==> config.mk <==
export PLATFORM = sky130hd
export DESIGN_NAME = vga_mem_arbiter
export DESIGN_NICKNAME = d
export VERILOG_FILES = /design/src/rtl/vga_mem_arbiter.sv
export SDC_FILE = /design/constraint.sdc
export NUM_CORES = 1
export LEC_CHECK = 0
export BUFFER_PORTS_ARGS = -buffer_cell sky130_fd_sc_hd__buf_2
export CAP_MARGIN = 0
export CORE_MARGIN = 2
export CORE_UTILIZATION = 48
export DETAILED_ROUTE_END_ITERATION = 7
export PLACE_DENSITY = 0.82
export SYNTH_ARGS = -nofsm -noshare
export SYNTH_HDL_FRONTEND = slang
export SYNTH_SLANG_ARGS = --single-unit
==> constraint.sdc <==
create_clock -name clk -period 2.6 [get_ports clk]
set_input_delay 0 -clock clk [delete_from_list [all_inputs] [get_ports clk]]
set_output_delay 0 -clock clk [all_outputs]
set_load 0.05 [all_outputs]
==> src/rtl/vga_mem_arbiter.sv <==
// Single-port RAM arbiter: display reads have absolute priority, two writers share the rest round-robin.
// Optional: define VGA_ARB_BLANK_WR_EN to restrict writes to blanking intervals.
module vga_mem_arbiter #(
    parameter int ADDR_W   = 11,
    parameter int DATA_W   = 8,
    parameter int MAX_WAIT = 1023
) (
    input  logic              clk,
    input  logic              rst,
    input  logic              disp_req,
    input  logic [ADDR_W-1:0] disp_addr,
    output logic [DATA_W-1:0] disp_rdata,
    output logic              disp_valid,
    input  logic              wr0_req,
    input  logic [ADDR_W-1:0] wr0_addr,
    input  logic [DATA_W-1:0] wr0_data,
    output logic              wr0_gnt,
    input  logic              wr1_req,
    input  logic [ADDR_W-1:0] wr1_addr,
    input  logic [DATA_W-1:0] wr1_data,
    output logic              wr1_gnt,
    input  logic              blank,
    output logic              mem_en,
    output logic              mem_we,
    output logic [ADDR_W-1:0] mem_addr,
    output logic [DATA_W-1:0] mem_wdata,
    input  logic [DATA_W-1:0] mem_rdata,
    output logic              starve0,
    output logic              starve1
);

    localparam int CNT_W = $clog2(MAX_WAIT + 1);

    typedef enum logic [1:0] {IDLE, RD, WR} state_t;

    state_t            r_state;
    state_t            w_state_next;
    logic [1:0]        w_req;
    logic [1:0]        w_elig;
    logic [1:0]        w_sel;
    logic [1:0]        w_starve;
    logic [1:0]        r_gnt;
    logic              r_favour1;
    logic              w_blank_ok;
    logic [DATA_W-1:0] r_rdata_hold;

`ifdef VGA_ARB_BLANK_WR_EN
    assign w_blank_ok = blank;
`else
    logic w_unused_blank;
    assign w_unused_blank = blank;
    assign w_blank_ok     = 1'b1;
`endif

    assign w_req = {wr1_req, wr0_req};

    // A writer whose gnt is showing this cycle is excluded so its held request is not served twice.
    genvar gi;
    generate
        for (gi = 0; gi < 2; gi++) begin : g_writer
            logic [CNT_W-1:0] r_wait;
            logic [CNT_W-1:0] w_wait_next;
            logic             r_starve;

            assign w_elig[gi]   = w_req[gi] & ~r_gnt[gi] & w_blank_ok;
            assign w_starve[gi] = r_starve;

            always_comb begin
                w_wait_next = r_wait;
                if (!w_req[gi] || r_gnt[gi])
                    w_wait_next = '0;
                else if (r_wait != CNT_W'(MAX_WAIT))
                    w_wait_next = r_wait + CNT_W'(1);
            end

            always_ff @(posedge clk or posedge rst) begin
                if (rst) begin
                    r_wait   <= '0;
                    r_starve <= 1'b0;
                end else begin
                    r_wait <= w_wait_next;
                    if (w_wait_next == CNT_W'(MAX_WAIT))
                        r_starve <= 1'b1;
                end
            end
        end
    endgenerate

    always_ff @(posedge clk or posedge rst) begin
        if (rst)
            r_state <= IDLE;
        else
            r_state <= w_state_next;
    end

    always_comb begin
        w_state_next = IDLE;
        w_sel        = 2'b00;
        if (disp_req) begin
            w_state_next = RD;
        end else if (w_elig[0] && (!w_elig[1] || !r_favour1)) begin
            w_state_next = WR;
            w_sel        = 2'b01;
        end else if (w_elig[1]) begin
            w_state_next = WR;
            w_sel        = 2'b10;
        end
    end

    always_ff @(posedge clk or posedge rst) begin
        if (rst) begin
            mem_en       <= 1'b0;
            mem_we       <= 1'b0;
            mem_addr     <= '0;
            mem_wdata    <= '0;
            r_gnt        <= 2'b00;
            r_favour1    <= 1'b0;
            disp_valid   <= 1'b0;
            r_rdata_hold <= '0;
        end else begin
            mem_en     <= (w_state_next != IDLE);
            mem_we     <= (w_state_next == WR);
            r_gnt      <= w_sel;
            disp_valid <= (r_state == RD);
            if (w_state_next == RD)
                mem_addr <= disp_addr;
            if (w_sel[0]) begin
                mem_addr  <= wr0_addr;
                mem_wdata <= wr0_data;
                r_favour1 <= 1'b1;
            end
            if (w_sel[1]) begin
                mem_addr  <= wr1_addr;
                mem_wdata <= wr1_data;
                r_favour1 <= 1'b0;
            end
            if (disp_valid)
                r_rdata_hold <= mem_rdata;
        end
    end

    // Read data arrives from the RAM in the disp_valid cycle itself, so it is passed through then and held afterwards.
    assign disp_rdata = disp_valid ? mem_rdata : r_rdata_hold;
    assign wr0_gnt    = r_gnt[0];
    assign wr1_gnt    = r_gnt[1];
    assign starve0    = w_starve[0];
    assign starve1    = w_starve[1];

endmodule

# After elaboration in Yosys (flattened, before gate mapping)
# Cells that the tools add are included.
dict set report word_totals {
  reg_bits 57
  input_bits 63
  out_inout_bits 34
  elab_cells 54
}
dict set report classes {
  add_sub_neg 2
  eq_ne 7
  muxes 17
  bitwise 4
  reduce_logical 11
}
# operator n
set ops {}
lappend ops {{10-bit 2-to-1 mux} 4}
lappend ops {{11-bit 2-to-1 mux} 3}
lappend ops {{8-bit 2-to-1 mux} 3}
lappend ops {{10-bit by 1-bit adder with 10-bit output (second input constant)} 2}
lappend ops {{10-bit == test (second input constant)} 2}
lappend ops {{10-bit != test (second input constant)} 2}
lappend ops {{2-bit 2-to-1 mux} 5}
lappend ops {{2-bit by 1-bit == test with 1-bit output (second input constant)} 2}
lappend ops {{1-bit logical NOT} 4}
lappend ops {{2-bit nonzero test} 2}
lappend ops {{1-bit logical OR} 3}
lappend ops {{3-bit nonzero test} 1}
lappend ops {{1-bit bitwise AND} 2}
lappend ops {{2-bit == test (second input constant)} 1}
lappend ops {{1-bit 2-to-1 mux} 2}
lappend ops {{1-bit inverter} 2}
lappend ops {{1-bit logical AND} 1}

# Longest topological paths before layout
dict set report logic_depth {
  word_depth 11
  ltp_mapped 8
  depth_no_buf 6
}

# Worst setup path before layout
# No wires, ideal clock.
dict set report synth_path {
  kind {register -> register}
  startpoint {register r_gnt[0]}
  endpoint {register mem_addr[0]}
  setup_time_ns 0.065
  t_arrival_ns 1.932
  t_required_ns 2.535
  slack_ns 0.603
  path_stages_with_launch 9
  path_buffers 3
  period_less_slack_ns 1.997
  path_cell_list {dfrtp_1 -> nand2b_1 -> buf_2 -> a211o_1 -> buf_2 -> buf_4 -> mux2i_1 -> a211oi_1 -> a21o_1}
}
dict set report synth_between {
  elab_chain_cells 7
  elab_cells_between_ends 11
  classes_between {eq/ne: 1; mux: 6; bitwise: 2; reduce/logical: 2}
}
# element line
set synth_rtl {}
lappend synth_rtl {{start: declaration} 42} ;# logic [1:0] r_gnt;
lappend synth_rtl {{start signal: assignment} 123} ;# r_gnt <= w_sel;
lappend synth_rtl {{1-bit inverter *} 65} ;# assign w_elig[gi] = w_req[gi] & ~r_gnt[gi] & w_blank_ok;
lappend synth_rtl {{1-bit bitwise AND *} 65}
lappend synth_rtl {{1-bit logical AND *} 101} ;# end else if (w_elig[0] && (!w_elig[1] || !r_favour1)) begin
lappend synth_rtl {{2-bit 2-to-1 mux} 101}
lappend synth_rtl {{2-bit 2-to-1 mux} 99} ;# if (disp_req) begin
lappend synth_rtl {{2-bit by 1-bit == test with 1-bit output / 11-bit 2-to-1 mux (equally long branches)} {125, 127}}
lappend synth_rtl {{3-bit nonzero test (no line) / 11-bit 2-to-1 mux (equally long branches)} n/a}
lappend synth_rtl {{end signal: assignment} 126} ;# mem_addr <= disp_addr;
lappend synth_rtl {{end signal: assignment} 128} ;# mem_addr <= wr0_addr;
lappend synth_rtl {{end signal: assignment} 133} ;# mem_addr <= wr1_addr;
lappend synth_rtl {{end: declaration} 25} ;# output logic [ADDR_W-1:0] mem_addr,
# Every way passes the cells marked *; elsewhere a longest branch is shown, timed or not.
# A chain may end at the register's enable or synchronous reset.

# Final worst setup path
dict set report layout_path {
  startpoint {register r_gnt[0]}
  endpoint {register mem_wdata[5]}
}
dict set report layout_between {
  elab_chain_cells 6
  elab_cells_between_ends 7
  classes_between {mux: 3; bitwise: 2; reduce/logical: 2}
}
# element line
set layout_rtl {}
lappend layout_rtl {{1-bit inverter *} 65}
lappend layout_rtl {{1-bit bitwise AND *} 65}
lappend layout_rtl {{1-bit logical AND *} 101}
lappend layout_rtl {{2-bit 2-to-1 mux *} 101}
lappend layout_rtl {{2-bit 2-to-1 mux *} 99}
lappend layout_rtl {{via w_sel[1]} 40} ;# logic [1:0] w_sel;
lappend layout_rtl {{8-bit 2-to-1 mux / 2-bit nonzero test (equally long branches)} n/a}
lappend layout_rtl {{end signal: assignment} 129} ;# mem_wdata <= wr0_data;
lappend layout_rtl {{end signal: assignment} 134} ;# mem_wdata <= wr1_data;
lappend layout_rtl {{end: declaration} 26} ;# output logic [DATA_W-1:0] mem_wdata,
# Mark *: on every way through the listed nets, which the timed path passes. The rest lies on a longest branch.

==> results_dict.tcl <==
set metrics [dict create \
    via_per_inst 5.41 \
    final.period_utilization_pct 77.3 \
    worst-setup-path-type "flip-flop to flip-flop" \
    drive_above_1_share_pct 32.6 \
    synth_mux_area_share_pct 8.09 \
    die_x_um 79.3 \
    synthFlopType "dfrtp_1" \
    clock_skew_ps 8.65 \
    vias 2447 \
    p_leak_uw 0.00182 \
    fin_ws_ps 589 \
    yosysUniqueCellTypes 48 \
    ys_ff_latch 56 \
    drtPass1Iterations 4 \
    crit_path_max_fanout 23 \
    async_flop_share_pct 100 \
    cts_tree "built" \
    synth_top_family_by_area "compound AO/OA/AOI/OAI gates" \
    final_common_cell "buf_2" \
    routedWlPerCell_um 13.7 \
    r2r_setup_slack_ps 590 \
    maxCapViolCount 0 \
    die_area_sq_um 6290 \
    htree_levels 2 \
    final_area_sq_um 3550 \
    hold_violations 0 \
    timing.rr.start "r_gnt[0]" \
    maxSlewHeadroom_pct 32.6 \
    synth-adder-area-share_pct 0.920 \
    crit_end "mem_wdata[5]" \
    hpwl_mm 4.48 \
    slew_viol_final 0 \
    worstPathRequired_ps 2750 \
    grt_overflow 0 \
    clock_latency_ps 300 \
    grt_max_degree 39 \
    min_path_type "input pin to flip-flop" \
    cts_root_buffer "clkbuf_8" \
    ios 97 \
    synth_edf_count 0 \
    grt_util_all_layers_pct 20.6 \
    ant_nets 0 \
    cts.sinks 56 \
    cp.arrival_ps 2160 \
    synth_compound_area_share_pct 17.8 \
    ys_warn_count 0 \
    portBuffers 95 \
    top_usage_layer "met2" \
    fmax_mhz 497 \
    ir_drop_mv 0.434 \
    fin_crit_ps 2010 \
    grtUsageMet2_pct 35.8 \
    wirelength_mm 6.18 \
    final_cell_mix "buf_2, dfrtp_1, nor2_1, nand2_1, dlygate4sd3_1" \
    crit_path_end_kind "flip-flop" \
    start_util_pct 49.4 \
    area_delta_synth_final_pct 30.5 \
    status "finished, final reports clean" \
    placed_area_sq_um 3280 \
    crit_start "r_gnt[0]" \
    drcViolationCount 0 \
    nFillCells 448 \
    synth_xor_area_share_pct 1.29 \
    synthesis.nets 332 \
    cp-start-kind "flip-flop" \
    clockBufferDepth 2 \
    dp_slack_ps 630 \
    core_area_sq_um 5510 \
    rows 27 \
    setup_viol 0 \
    grt_pass1_wl_mm 10.4 \
    antenna_found_initial 0 \
    use_met3_pct 5.23 \
    cts_buffers 5 \
    layout.nets 444 \
    powerDensity_nw_per_um2 616 \
    drt_iter0_drc 146 \
    die_h_um 79.3 \
    rsz0062_at_grt "no" \
    synthCells 267 \
    synthSimpleGateAreaFrac_pct 16.9 \
    clk_pin_slew_ps 100 \
    tightest_slew_ps 1000 \
    grtUsageMet1_pct 25.1 \
    grt_pass1_vias 2431 \
    yosysSeqAreaShare_pct 51.5 \
    avgSynthCellArea_sq_um 10.2 \
    timing.rr.end "mem_wdata[5]" \
    setup_tns_ps 0 \
    gp_congestion 0.895 \
    antenna_cells 0 \
    fin_util_pct 64.5 \
    reg2reg_depth 6 \
    syn-cell-area_sq_um 2720 \
]
-- area by class of cell --
| type | count | area, sq um | share of cell area (%) |
|---|---|---|---|
| Timing Repair Buffer | 117 | 681 | 19.2 |
| Clock buffer | 5 | 68.8 | 1.94 |
| Inverter | 9 | 33.8 | 0.951 |
| Clock inverter | 3 | 46.3 | 1.30 |
| Sequential cell | 56 | 1400 | 39.5 |
| Tap cell | 72 | 90.1 | 2.54 |
| Multi-Input combinational cell | 190 | 1230 | 34.6 |
-- critical path, stage by stage (launching register included) --
cell and delay (ps):
dfrtp_1 400, nand2b_1 310, o211ai_1 250, buf_4 280, clkinv_1 280, o22ai_1 240, o21ai_0 100
-- state kept, by name, summed over array words and instances (netlist names) --
name	cells
disp_valid	1
g_writer.r_wait	20
mem_addr	11
mem_en	1
mem_wdata	8
mem_we	1
r_favour1	1
r_gnt	2
r_rdata_hold	8
r_state	1
starve0	1
starve1	1
-- what timing repair did --
action | CTS | global route
endpoints found under the hold margin | 50 | 1
hold buffers | 15 | 1
resized for setup | 0 | 0
buffers inserted | 0 | 0
-- how the worst min path moves through the flow --
| stage | start | endpoint | slack [ps] | cells after the start |
|---|---|---|---|---|
| after floorplan | disp_req | r_state[0] | 30 | 0 |
| after global placement | disp_req | r_state[0] | 170 | 1 |
| after detailed placement | disp_req | r_state[0] | 170 | 1 |
| after CTS | wr1_data[0] | mem_wdata[0] | 0.6 | 3 |
| after global routing | wr1_data[0] | mem_wdata[0] | 4 | 3 |
| final | wr1_data[0] | mem_wdata[0] | 9 | 3 |
-- power breakdown --
group          internal [uW]  switching [uW]  leakage (uW)  total [uW]
sequential               953            51.5      0.000710        1000
combinational            189             425       0.00105         614
clock                    290             277     0.0000548         568
total                   1430             754       0.00182        2190
-- routing by layer --
layer / up-vias / routed length (um)
li1: 1199 / -
met1: 1134 / 2670
met2: 98 / 2950
met3: 16 / 411
met4: 0 / 137
met5: - / 0
-- synth_stat cells, types with 3 or more instances --
master	count	area, sq um
a21o_1	11	82.6
o21ai_0	13	65.1
nand3_1	9	45.0
buf_2	4	20.0
a21oi_1	8	40.0
xnor2_1	3	26.3
inv_1	8	30.0
a211oi_1	11	82.6
nor2_1	25	93.8
a31oi_1	6	37.5
nor2b_1	4	25.0
o22ai_1	8	50.1
mux2i_1	13	130
clkbuf_1	6	22.5
mux2_2	8	90.1
nor3_1	7	35.0
and2_1	3	18.8
nand2b_1	3	18.8
nand2_1	21	78.8
nand4_1	5	31.3
o211a_1	3	30.0
dfrtp_1	56	1400
-- stage by stage --
step | hold WS, ps | power (uW) | std cells
6_report | 8.57 | 2190 | 452
5_1_grt | 4.36 | 2310 | 452
4_1_cts | 0.646 | 2210 | 451
3_5_place_dp | 170 | 1620 | 428
3_3_place_gp | 165 | 1610 | 428
2_1_floorplan | 31.4 | 1450 | 267
-- cells by family (layout without fill, tap and decap cells) --
group                    Yosys count  count (layout)
AO/OA/AOI/OAI                     72              72
XOR/XNOR                           4               4
adder cells (fa/ha/maj)            2               2
buffers and inverters             21             134
flip-flops                        56              56
multiplexers                      21              21
AND/OR/NAND/NOR                   91              91
Power figures use the tool's default switching activity.
